--- src/rtl/multicycle_control_fsm.sv ---
// Multicycle RV32I control FSM: sequences fetch/decode/execute/memory/writeback
// over a shared ALU and memory, stalls on mem_ready, counts retired instructions.
module multicycle_control_fsm #(
  parameter int SUPPORT_IMM_ALU = 1,
  parameter int SUPPORT_JAL     = 1,
  parameter int MEM_HANDSHAKE   = 1,
  parameter int CNT_W           = 32
) (
  input  logic             clk,
  input  logic             reset,
  input  logic [6:0]       op,
  input  logic             zero,
  input  logic             mem_ready,
  output logic             mem_req,
  output logic             mem_write,
  output logic             adr_src,
  output logic             ir_write,
  output logic             pc_write,
  output logic             reg_write,
  output logic [1:0]       result_src,
  output logic [1:0]       alu_src_a,
  output logic [1:0]       alu_src_b,
  output logic [1:0]       alu_op,
  output logic [1:0]       imm_src,
  output logic             illegal,
  output logic [CNT_W-1:0] instret
);

  localparam logic [6:0] OP_LW  = 7'b0000011;
  localparam logic [6:0] OP_SW  = 7'b0100011;
  localparam logic [6:0] OP_R   = 7'b0110011;
  localparam logic [6:0] OP_I   = 7'b0010011;
  localparam logic [6:0] OP_BEQ = 7'b1100011;
  localparam logic [6:0] OP_JAL = 7'b1101111;

  typedef enum logic [3:0] {
    S_FETCH,
    S_DECODE,
    S_MEMADR,
    S_MEMREAD,
    S_MEMWB,
    S_MEMWRITE,
    S_EXECR,
    S_EXECI,
    S_ALUWB,
    S_BEQ,
    S_JAL
  } state_t;

  state_t           r_state;
  state_t           w_next;
  logic [CNT_W-1:0] r_instret;
  logic             w_rdy;
  logic             w_retire;
  logic             w_pc_update;
  logic             w_branch;

  // Without the handshake every memory access completes in one cycle.
  assign w_rdy   = (MEM_HANDSHAKE != 0) ? mem_ready : 1'b1;
  assign instret = r_instret;

  // State register and retired-instruction counter.
  always_ff @(posedge clk) begin
    if (reset) begin
      r_state   <= S_FETCH;
      r_instret <= '0;
    end else begin
      r_state <= w_next;
      if (w_retire)
        r_instret <= r_instret + CNT_W'(1);
    end
  end

  // Next-state and Moore control decode; everything is forced low in reset.
  always_comb begin
    w_next      = r_state;
    w_retire    = 1'b0;
    w_pc_update = 1'b0;
    w_branch    = 1'b0;
    mem_req     = 1'b0;
    mem_write   = 1'b0;
    adr_src     = 1'b0;
    ir_write    = 1'b0;
    pc_write    = 1'b0;
    reg_write   = 1'b0;
    result_src  = 2'b00;
    alu_src_a   = 2'b00;
    alu_src_b   = 2'b00;
    alu_op      = 2'b00;
    imm_src     = 2'b00;
    illegal     = 1'b0;
    unique case (r_state)
      S_FETCH: begin
        mem_req     = 1'b1;
        alu_src_b   = 2'b10;
        result_src  = 2'b10;
        ir_write    = w_rdy;
        w_pc_update = w_rdy;
        if (w_rdy)
          w_next = S_DECODE;
      end
      S_DECODE: begin
        alu_src_a = 2'b01;
        alu_src_b = 2'b01;
        w_next    = S_FETCH;
        case (op)
          OP_LW, OP_SW: w_next = S_MEMADR;
          OP_R:         w_next = S_EXECR;
          OP_BEQ:       w_next = S_BEQ;
          OP_I: begin
            if (SUPPORT_IMM_ALU != 0)
              w_next = S_EXECI;
            else
              illegal = 1'b1;
          end
          OP_JAL: begin
            if (SUPPORT_JAL != 0)
              w_next = S_JAL;
            else
              illegal = 1'b1;
          end
          default: illegal = 1'b1;
        endcase
      end
      S_MEMADR: begin
        alu_src_a = 2'b10;
        alu_src_b = 2'b01;
        w_next    = (op == OP_LW) ? S_MEMREAD : S_MEMWRITE;
      end
      S_MEMREAD: begin
        mem_req = 1'b1;
        adr_src = 1'b1;
        if (w_rdy)
          w_next = S_MEMWB;
      end
      S_MEMWB: begin
        result_src = 2'b01;
        reg_write  = 1'b1;
        w_next     = S_FETCH;
        w_retire   = 1'b1;
      end
      S_MEMWRITE: begin
        mem_req   = 1'b1;
        mem_write = 1'b1;
        adr_src   = 1'b1;
        if (w_rdy) begin
          w_next   = S_FETCH;
          w_retire = 1'b1;
        end
      end
      S_EXECR: begin
        alu_src_a = 2'b10;
        alu_op    = 2'b01;
        w_next    = S_ALUWB;
      end
      S_EXECI: begin
        alu_src_a = 2'b10;
        alu_src_b = 2'b01;
        alu_op    = 2'b11;
        w_next    = S_ALUWB;
      end
      S_ALUWB: begin
        reg_write = 1'b1;
        w_next    = S_FETCH;
        w_retire  = 1'b1;
      end
      S_BEQ: begin
        alu_src_a = 2'b10;
        alu_op    = 2'b10;
        w_branch  = 1'b1;
        w_next    = S_FETCH;
        w_retire  = 1'b1;
      end
      S_JAL: begin
        alu_src_a   = 2'b01;
        alu_src_b   = 2'b10;
        w_pc_update = 1'b1;
        w_next      = S_ALUWB;
      end
      default: w_next = S_FETCH;
    endcase
    case (op)
      OP_SW:   imm_src = 2'b01;
      OP_BEQ:  imm_src = 2'b10;
      OP_JAL:  imm_src = 2'b11;
      default: imm_src = 2'b00;
    endcase
    pc_write = w_pc_update | (w_branch & zero);
    if (reset) begin
      mem_req    = 1'b0;
      mem_write  = 1'b0;
      adr_src    = 1'b0;
      ir_write   = 1'b0;
      pc_write   = 1'b0;
      reg_write  = 1'b0;
      result_src = 2'b00;
      alu_src_a  = 2'b00;
      alu_src_b  = 2'b00;
      alu_op     = 2'b00;
      imm_src    = 2'b00;
      illegal    = 1'b0;
    end
  end

endmodule
--- config.mk ---
export PLATFORM = sky130hd
export DESIGN_NAME = multicycle_control_fsm
export DESIGN_NICKNAME = d
export VERILOG_FILES = /design/src/rtl/multicycle_control_fsm.sv
export SDC_FILE = /design/constraint.sdc
export NUM_CORES = 1
export LEC_CHECK = 0
export CAP_MARGIN = 10
export CELL_PAD_IN_SITES_DETAIL_PLACEMENT = 1
export CELL_PAD_IN_SITES_GLOBAL_PLACEMENT = 1
export CORE_ASPECT_RATIO = 2
export CORE_MARGIN = 4
export CORE_UTILIZATION = 34
export CTS_CLUSTER_DIAMETER = 60
export CTS_CLUSTER_SIZE = 30
export DETAILED_ROUTE_END_ITERATION = 12
export GPL_ROUTABILITY_DRIVEN = 0
export PLACE_DENSITY = 0.8
export SETUP_SLACK_MARGIN = 0.4
export SYNTH_ARGS = -nofsm -noshare
export SYNTH_HDL_FRONTEND = slang
export SYNTH_SLANG_ARGS = --single-unit
--- constraint.sdc ---
create_clock -name clk -period 2.5 [get_ports clk]
set_clock_uncertainty 0.2 [all_clocks]
set_input_delay 0.5 -clock clk [delete_from_list [all_inputs] [get_ports clk]]
set_output_delay 0.5 -clock clk [all_outputs]
set_load 0.005 [all_outputs]
==> out/qor.yml, run 1 <==
worst_setup_path:
  path_max_fanout: 5
  worstSetupPathType: "reg2out"
  cpMaxStageDelayCell: "or3_4"
  slowest_delay_ns: 0.40
  worstPathCellList: "or3_4, nor3_4, or2_4, buf_6"
  cp.arrival_ns: 1.47
  crit_required_ns: 1.80
  cp-end-kind: "output pin"
  rr_worst_depth: 5
  start_kind: "register"
clock_tree:
  cts_root_buffer: "clkbuf_16"
  cts_buffers: 5
  cts_tree: "yes"
  clock-sinks: 36
  clk_pin_slew_ns: 0.05
  cts_buffer_depth: 2
  htreeDepth: 2
  clkLatencyLatePin_ns: 0.28
pwr:
  ir_drop_uv: 254.7
  powerDensity_mw_per_mm2: 383.0
  leakagePower_nw: 1.224
worst_hold_path:
  min_path_type: "reg2reg"
  worstHoldPathCells: 2
layout:
  design_area_sq_mm: 0.003416
  n_antenna_cell: 0
  postLayoutCoreUtil_pct: 59.32
  syn2layout_area_growth_pct: 66.87
  layout-drive-gt1-share_pct: 40.00
  fin_cells: 431
  n_fill_cell: 674
  regArea_sq_um: 764.5
  multi_input_area_sq_mm: 0.001454
  nets: 382
synthesis:
  synthSimpleGateAreaFrac_pct: 37.41
  postSynth.asyncResetShare_pct: 0
  synth_edf_count: 0
  synth_area_leaders: "dfxtp_1 (35%), xnor2_1 (10%), nor2_1 (7.0%)"
  synth-seq-area-share_pct: 35.21
  synth-adder-area-share_pct: 0.6112
  ys_ff_latch: 36
  syn_inst: 268
  ys_warn_count: 0
  synth.distinct_cells: 43
  synth_top_family_by_area: "simple AND/OR/NAND/NOR gates"
  syn_area_per_cell_sq_um: 7.638
  synth-compound-area-share_pct: 11.86
  synth_area_sq_mm: 0.002047
  synth_flop_cell: "dfxtp_1"
  synth_top_cell_by_area: "dfxtp_1"
  synth_top_area_share_pct: 35.21
  synthesis.nets: 280
  synth-xor-area-share_pct: 10.70
  synth.area.mux_share_pct: 0
floorplan:
  die_h_um: 117.7
  core_area_sq_mm: 0.005758
  pin_count: 60
  row_count: 39
  die_area_sq_mm: 0.007401
  initial_core_util_pct: 35.55
  die_w_um: 62.87
status:
  status: "complete, no violations"
timing:
  hold_ws_ns: 0.3001
  finalMaxSlewViolations: 0
  finalCriticalPeriod_ns: 2.174
  grt_setup_unrepaired: "true"
  setup_viol: 0
  relSlewSlack_pct: 72.70
  fin_tns_setup_ns: 0
  fmax_ghz: 0.4601
  hold_viol: 0
  worst_pin_slew_ns: 0.4038
  fin_crit_sh_pct: 86.94
routing:
  drtIter0Drc: 70
  routed_via_density: 5.575
  vias: 2403
  firstDrtPassIters: 4
  drc: 0
  ant_nets: 0
  routedWlPerCell_um: 18.47
  wl_mm: 7.961
place:
  dp.cells: 402
  place_area_sq_mm: 0.002920
  portBuffers: 59
  hpwlAfterDp_mm: 5.565
grt:
  grt_overflow_total: 0
  grt_pass1_vias: 2533
  grtUsageTotal_pct: 21.01
  grt_max_degree: 34
  grt_pass1_wl_mm: 12.16
  antenna_found_initial: 0
run:
  drv_cap: 0
-- timing repair --
item / CTS / global route
pin swaps: 19 / 12
resized for setup: 133 / 34
hold buffers: 0 / 0
cloned: 0 / 0
setup buffers: 9 / 13
endpoints found under the setup margin: 37 / 22
-- layer usage --
metal	up-vias	track usage, %	wire, um
li1	1149	-	-
met5	-	0	0
met2	68	44.21	5034
met4	0	12.03	204
met1	1171	16.61	2471
met3	15	3.534	251
-- state kept, by name, indices dropped and copies added, names as in the netlist --
register,cells
instret,32
r_state,4
-- critical path: cells and delay by family (launching register included) --
| family | cells | cell delay (ns) |
|---|---|---|
| AND/OR/NAND/NOR | 3 | 0.73 |
| flip-flops | 1 | 0.37 |
| buffers and inverters | 1 | 0.08 |
-- path summary, 6_finish.rpt --
check | from | end | slack (ns)
setup / recovery | r_state[0] | mem_req | 0.33
hold / removal | instret[31] | instret[31] | 0.30
setup reg to reg | r_state[0] | instret[25] | 0.38
hold reg to reg | instret[31] | instret[31] | 0.30
-- cells by family (layout without fill, tap and decap cells) --
logic type / count (synthesis) / in the layout
adders and majority gates: 1 / 1
buffers and inverters: 22 / 124
and+or+nand+nor: 142 / 142
DFF: 36 / 36
AOI/OAI and AO/OA: 42 / 42
xor gates and xnor gates: 25 / 25
-- per-stage QoR --
step	power [mW]	setup WS (ns)
after floorplan	0.6336	0.3639
after global placement	0.7054	-0.4253
after detailed placement	0.7074	-0.4577
after CTS	1.304	0.3015
after global routing	1.356	0.2731
final	1.308	0.3264
-- report_power, final --
part,leakage [nW],total (mW),internal [mW],switching (mW)
clock network,0.0667,0.594,0.362,0.232
registers,0.303,0.571,0.568,0.00296
logic,0.854,0.143,0.0756,0.0676
total,1.22,1.31,1.01,0.302
-- Yosys cell counts, types with 2 or more instances --
library cell	number
nor3_1	20
clkbuf_1	14
nand2_1	17
o22a_1	2
o21a_1	2
nor3b_1	5
buf_1	2
o21ai_0	4
nand2b_1	4
nand3_1	7
nand3b_1	3
nand4_1	5
dfxtp_1	36
nor2b_1	4
and4_1	2
and3_1	4
a21oi_1	17
inv_1	2
xnor2_1	24
o21ai_1	8
buf_2	3
or4_1	2
nor2_1	38
or2_2	3
nor4b_1	4
or3_1	10
nor4_1	8
a211oi_1	3
-- final cells by class --
| class | instances | area share [%] |
|---|---|---|
| Inverter | 3 | 0.3663 |
| Tap cell | 61 | 2.234 |
| Clock inverter | 1 | 0.1465 |
| Clock buffer | 6 | 3.773 |
| Timing Repair Buffer | 114 | 28.53 |
| Sequential cell | 36 | 22.38 |
| Multi-Input combinational cell | 210 | 42.56 |
-- placed cells by master, fill, tap and decap left out, drive strengths merged, types with 5 or more instances in the layout --
master         count
clkdlybuf4s50     33
o21ai             12
nand2             17
buf               75
clkbuf             6
nor3              20
or3               10
nor2              38
nor3b              5
a21oi             17
xnor2             24
nor4               8
nand4              5
nand3              7
nand2b             5
dfxtp             36
dlygate4sd2        5
Note: power is estimated with default switching activity, not from simulation.
==> inputs of run 2 (changes only) <==
--- a/config.mk
+++ b/config.mk
@@ -8,14 +8,15 @@
 export CAP_MARGIN = 10
 export CELL_PAD_IN_SITES_DETAIL_PLACEMENT = 1
 export CELL_PAD_IN_SITES_GLOBAL_PLACEMENT = 1
-export CORE_ASPECT_RATIO = 2
+export CORE_ASPECT_RATIO = 0.9
 export CORE_MARGIN = 4
 export CORE_UTILIZATION = 34
 export CTS_CLUSTER_DIAMETER = 60
-export CTS_CLUSTER_SIZE = 30
+export CTS_CLUSTER_SIZE = 14
 export DETAILED_ROUTE_END_ITERATION = 12
 export GPL_ROUTABILITY_DRIVEN = 0
 export PLACE_DENSITY = 0.8
+export RECOVER_POWER = 25
 export SETUP_SLACK_MARGIN = 0.4
 export SYNTH_ARGS = -nofsm -noshare
 export SYNTH_HDL_FRONTEND = slang
==> out/qor.yml, run 2 (synthesis results as in run 1) <==
worst_setup_path:
  path_depth: 5
  ff2ff_setup_slack_ns: 0.26
  path_buf_inv: 0
  cpMaxStageDelayCell: "or4_4"
  worstPathCellList: "and4_4, nand3_2, or4_4, or3_1, a21oi_1"
  cp-end-kind: "register"
  worstSetupPathType: "reg2reg"
  crit_end: "instret[28]"
  rr_worst_depth: 5
  rr_startpoint: "instret[4]"
  cp.arrival_ns: 2.27
  crit_required_ns: 2.53
  path_delay_family: "simple AND/OR/NAND/NOR gates"
  path_max_fanout: 8
  startpoint: "instret[4]"
  slowest_delay_ns: 0.62
  reg2reg_to: "instret[28]"
  start_kind: "register"
clock_tree:
  cts_buffer_depth: 2
  clock-sinks: 36
  cts_root_buffer: "clkbuf_8"
  clkLatencyLatePin_ns: 0.30
  clk_pin_slew_ns: 0.08
  htreeDepth: 2
  cts_buffers: 5
  cts-hold-fix-buffers: 0
  cts_tree: "yes"
grt:
  grtUsageTotal_pct: 20.88
  antenna_found_initial: 0
  grt_pass1_vias: 2447
  grt_pass1_wl_mm: 12.30
  grt_overflow_total: 0
  grt_max_degree: 27
floorplan:
  die_w_um: 89.79
  die_area_sq_mm: 0.007328
  initial_core_util_pct: 35.55
  die_h_um: 81.61
  core_area_sq_mm: 0.005758
  row_count: 26
  pin_count: 60
layout:
  multi_input_area_sq_mm: 0.001572
  layout-drive-gt1-share_pct: 39.07
  syn2layout_area_growth_pct: 67.60
  largest_reg_flops: 32
  regArea_sq_um: 749.5
  layout_commonest_cell: "buf_4"
  n_antenna_cell: 0
  postLayoutCoreUtil_pct: 59.58
  design_area_sq_mm: 0.003431
  layout_common_cells: "buf_4 (35), nor2_1 (31), dfxtp_1 (27)"
  nets: 377
  n_fill_cell: 680
routing:
  drtIter0Drc: 99
  drc: 0
  ant_nets: 0
  firstDrtPassIters: 4
  routedWlPerCell_um: 18.67
  wl_mm: 8.141
  vias: 2393
  routed_via_density: 5.489
timing:
  grt_setup_unrepaired: "true"
  relSlewSlack_pct: 79.67
  finalCriticalPeriod_ns: 2.242
  fin_crit_sh_pct: 89.67
  finalMaxSlewViolations: 0
  worst_pin_slew_ns: 0.3022
  fmax_ghz: 0.4461
  setup_viol: 0
  hold_viol: 0
  fin_tns_setup_ns: 0
  fin_ws_ns: 0.2582
pwr:
  sw_frac_of_total_pct: 27.07
  seqPwrFrac_pct: 50.0
  p_clk_share_pct: 37.8
  fin_total_pwr_mw: 1.139
  leakagePower_nw: 1.297
  powerDensity_mw_per_mm2: 332.0
  ir_drop_uv: 250.6
  internal_power_uw: 830.7
  total_switching_power_uw: 308.3
  power_frac_comb_pct: 12.2
place:
  place_area_sq_mm: 0.002902
  portBuffers: 59
  post-place-ws_ns: -0.4736
  hpwlAfterDp_mm: 5.150
run:
  drv_cap: 0
worst_hold_path:
  min_path_type: "reg2reg"
status:
  status: "complete, no violations"
run 2: cell types whose count changed in the layout (fill, tap and decap cells not counted), sizes merged:
cell,previous run,this run
clkinv,2,4
clkdlybuf4s15,1,0
buf,75,68
clkdlybuf4s50,33,26
dlygate4sd2,5,3
dlygate4sd3,0,7
clkbuf,6,10
run 2: how the worst min path moves through the flow:
stage	slack [ns]	startpoint	cells past startpoint	end
floorplan	0.28	instret[31]	2	instret[31]
global placement	0.28	instret[31]	2	instret[31]
detailed placement	0.29	instret[31]	2	instret[31]
CTS	0.30	instret[31]	2	instret[31]
global route	0.35	instret[10]	2	instret[10]
finish	0.32	instret[31]	2	instret[31]
run 2: repair_timing:
| action | 4_1_cts | 5_1_grt |
|---|---|---|
| endpoints found under the setup margin | 33 | 34 |
| gates resized for setup | 139 | 50 |
| pin swaps | 21 | 16 |
| buffers inserted | 14 | 7 |
run 2: area by class of cell:
cell class | count | share of cell area [%]
sequential | 36 | 21.85
clock inverter | 3 | 0.5470
clock buffer | 5 | 2.006
timing repair buffer | 109 | 26.77
multi-input combinational | 210 | 45.81
inverter | 3 | 0.4741
tap | 70 | 2.553
run 2: per-stage QoR:
step	hold WS [ns]	instances
5_1_grt	0.3461	436
2_1_floorplan	0.2833	268
6_report	0.3231	436
4_1_cts	0.3033	429
3_3_place_gp	0.2805	407
3_5_place_dp	0.2913	407
run 2: routing by layer:
layer	up-vias	wire, um	track usage [%]
met5	-	0	0
met3	17	224	3.205
met1	1187	3471	24.57
li1	1140	-	-
met2	49	4226	39.41
met4	0	218	7.044
run 2: power by group through the flow:
stage               registers [mW]  clock network [mW]  logic, mW
finish                       0.569               0.431      0.139
global route                 0.569               0.465      0.151
CTS                          0.569               0.441      0.126
detailed placement           0.589                   0      0.116
global placement             0.588                   0      0.112
floorplan                    0.589                   0     0.0448
run 2: worst min-delay path, cell delays in order (launching register included):
cell and delay [ns]:
dfxtp_1 0.32, o21ai_1 0.10, a21oi_2 0.06
==> inputs of run 3 (changes only) <==
--- a/config.mk
+++ b/config.mk
@@ -15,6 +15,7 @@
 export CTS_CLUSTER_SIZE = 14
 export DETAILED_ROUTE_END_ITERATION = 12
 export GPL_ROUTABILITY_DRIVEN = 0
+export GPL_TIMING_DRIVEN = 0
 export PLACE_DENSITY = 0.8
 export RECOVER_POWER = 25
 export SETUP_SLACK_MARGIN = 0.4
==> out/qor.yml, run 3 (synthesis results as in run 1) <==
status:
  status: "complete, no violations"
routing:
  ant_nets: 0
  wl_mm: 11.83
  drtIter0Drc: 188
  firstDrtPassIters: 5
  routed_via_density: 6.099
  vias: 2830
  routedWlPerCell_um: 25.50
  drc: 0
floorplan:
  die_h_um: 81.61
  die_w_um: 89.79
  core_area_sq_mm: 0.005758
  pin_count: 60
  die_area_sq_mm: 0.007328
  initial_core_util_pct: 35.55
  row_count: 26
timing:
  hold_viol: 0
  hold_ws_ns: 0.3311
  finalMaxSlewViolations: 0
  grt_setup_unrepaired: "true"
  fmax_ghz: 0.4070
  finalCriticalPeriod_ns: 2.457
  relSlewSlack_pct: 56.36
  setup_viol: 0
  fin_crit_sh_pct: 98.27
  worst_pin_slew_ns: 0.6546
worst_setup_path:
  slowest_delay_ns: 0.43
  cp-end-kind: "output pin"
  path_delay_family: "buffers and inverters"
  cp.arrival_ns: 1.76
  worstPathCellList: "clkbuf_16, buf_12, o21ai_4, nor2_1, a21oi_1, nor2_1, clkdlybuf4s15_1"
  path_max_fanout: 8
  start_kind: "register"
  worst_path_most_repeated_cell: "nor2_1"
  startpoint: "r_state[2]"
  path_buf_inv: 3
  rr_startpoint: "r_state[2]"
  cpMaxStageDelayCell: "dfxtp_4"
  worstSetupPathType: "reg2out"
  crit_required_ns: 1.80
layout:
  n_antenna_cell: 0
  postLayoutCoreUtil_pct: 65.69
  layout_commonest_cell: "buf_4"
  layout_common_cells: "buf_4 (50), nor2_1 (33), xnor2_1 (22), clkdlybuf4s50_1 (22), dfxtp_1 (20)"
  layout-drive-gt1-share_pct: 46.45
  nets: 406
  design_area_sq_mm: 0.003782
  syn2layout_area_growth_pct: 84.78
  largest_reg_flops: 32
worst_hold_path:
  min_from: "instret[31]"
  min_path_type: "reg2reg"
run:
  drv_cap: 0
grt:
  grt_pass1_wl_mm: 14.23
  grt_max_degree: 11
  grt_pass1_vias: 2598
  grtUsageTotal_pct: 24.60
  antenna_found_initial: 0
  met1_usage_pct: 30.08
  use_met3_pct: 3.755
  grt.busiest_layer: "met2"
  grt_overflow_total: 0
  met2_usage_pct: 44.29
pwr:
  powerDensity_mw_per_mm2: 308.2
  leakagePower_nw: 1.410
  ir_drop_uv: 229.2
place:
  place_area_sq_mm: 0.002770
  hpwlAfterDp_mm: 4.903
  portBuffers: 58
clock_tree:
  htreeDepth: 2
  clk_pin_slew_ns: 0.08
  cts_buffer_depth: 2
  cts_tree: "yes"
  cts_buffers: 5
  clkLatencyLatePin_ns: 0.30
  cts_root_buffer: "clkbuf_8"
  clock-sinks: 36
[run 3: area by class of cell]
class	count	area, sq um
clock inverter	1	5.005
buffer	19	200.2
timing repair buffer	119	1041
inverter	3	16.27
multi-input combinational	210	1594
tap	70	87.58
fill	663	1976
sequential	36	765.7
clock buffer	6	72.57
[run 3: path summary, 6_finish.rpt]
check                               endpoint  slack (ns)  depth (start not counted)
worst min-delay path             instret[31]        0.33                          2
worst min register to register   instret[31]        0.33                          2
worst max-delay path            alu_src_a[1]        0.04                          7
worst max register to register   instret[28]        0.07                          7
[run 3: tightest hold or removal path: stages, from the launching register on]
cell,delay (ns)
dfxtp_1,0.32
o21ai_1,0.10
a21oi_2,0.07
[run 3: per-layer routing]
layer / up-vias / wire, um
met4: 0 / 534
met5: - / 0
met3: 58 / 756
li1: 1201 / -
met1: 1390 / 4889
met2: 181 / 5653
[run 3: timing repair]
item,4_1_cts,5_1_grt
hold buffers,0,0
pin swaps,17,24
endpoints found under the setup margin,49,46
buffers inserted,37,24
gates resized for setup,154,84
[run 3: report_power, final]
group	internal (mW)	switching, mW	leakage (nW)
Sequential	0.564	0.00224	0.301
Combinational	0.0800	0.0890	1.07
Clock	0.190	0.240	0.0410
[run 3: metrics by stage]
stage | setup TNS [ns] | total power, mW | instances | setup slack [ns]
after detailed placement | -11.39 | 0.6843 | 396 | -0.7481
after floorplan | 0 | 0.6336 | 268 | 0.3639
after CTS | 0 | 1.103 | 440 | 0.1850
after global routing | -0.01516 | 1.189 | 464 | -0.01516
final | 0 | 1.166 | 464 | 0.04326
after global placement | -9.812 | 0.6824 | 396 | -0.7150
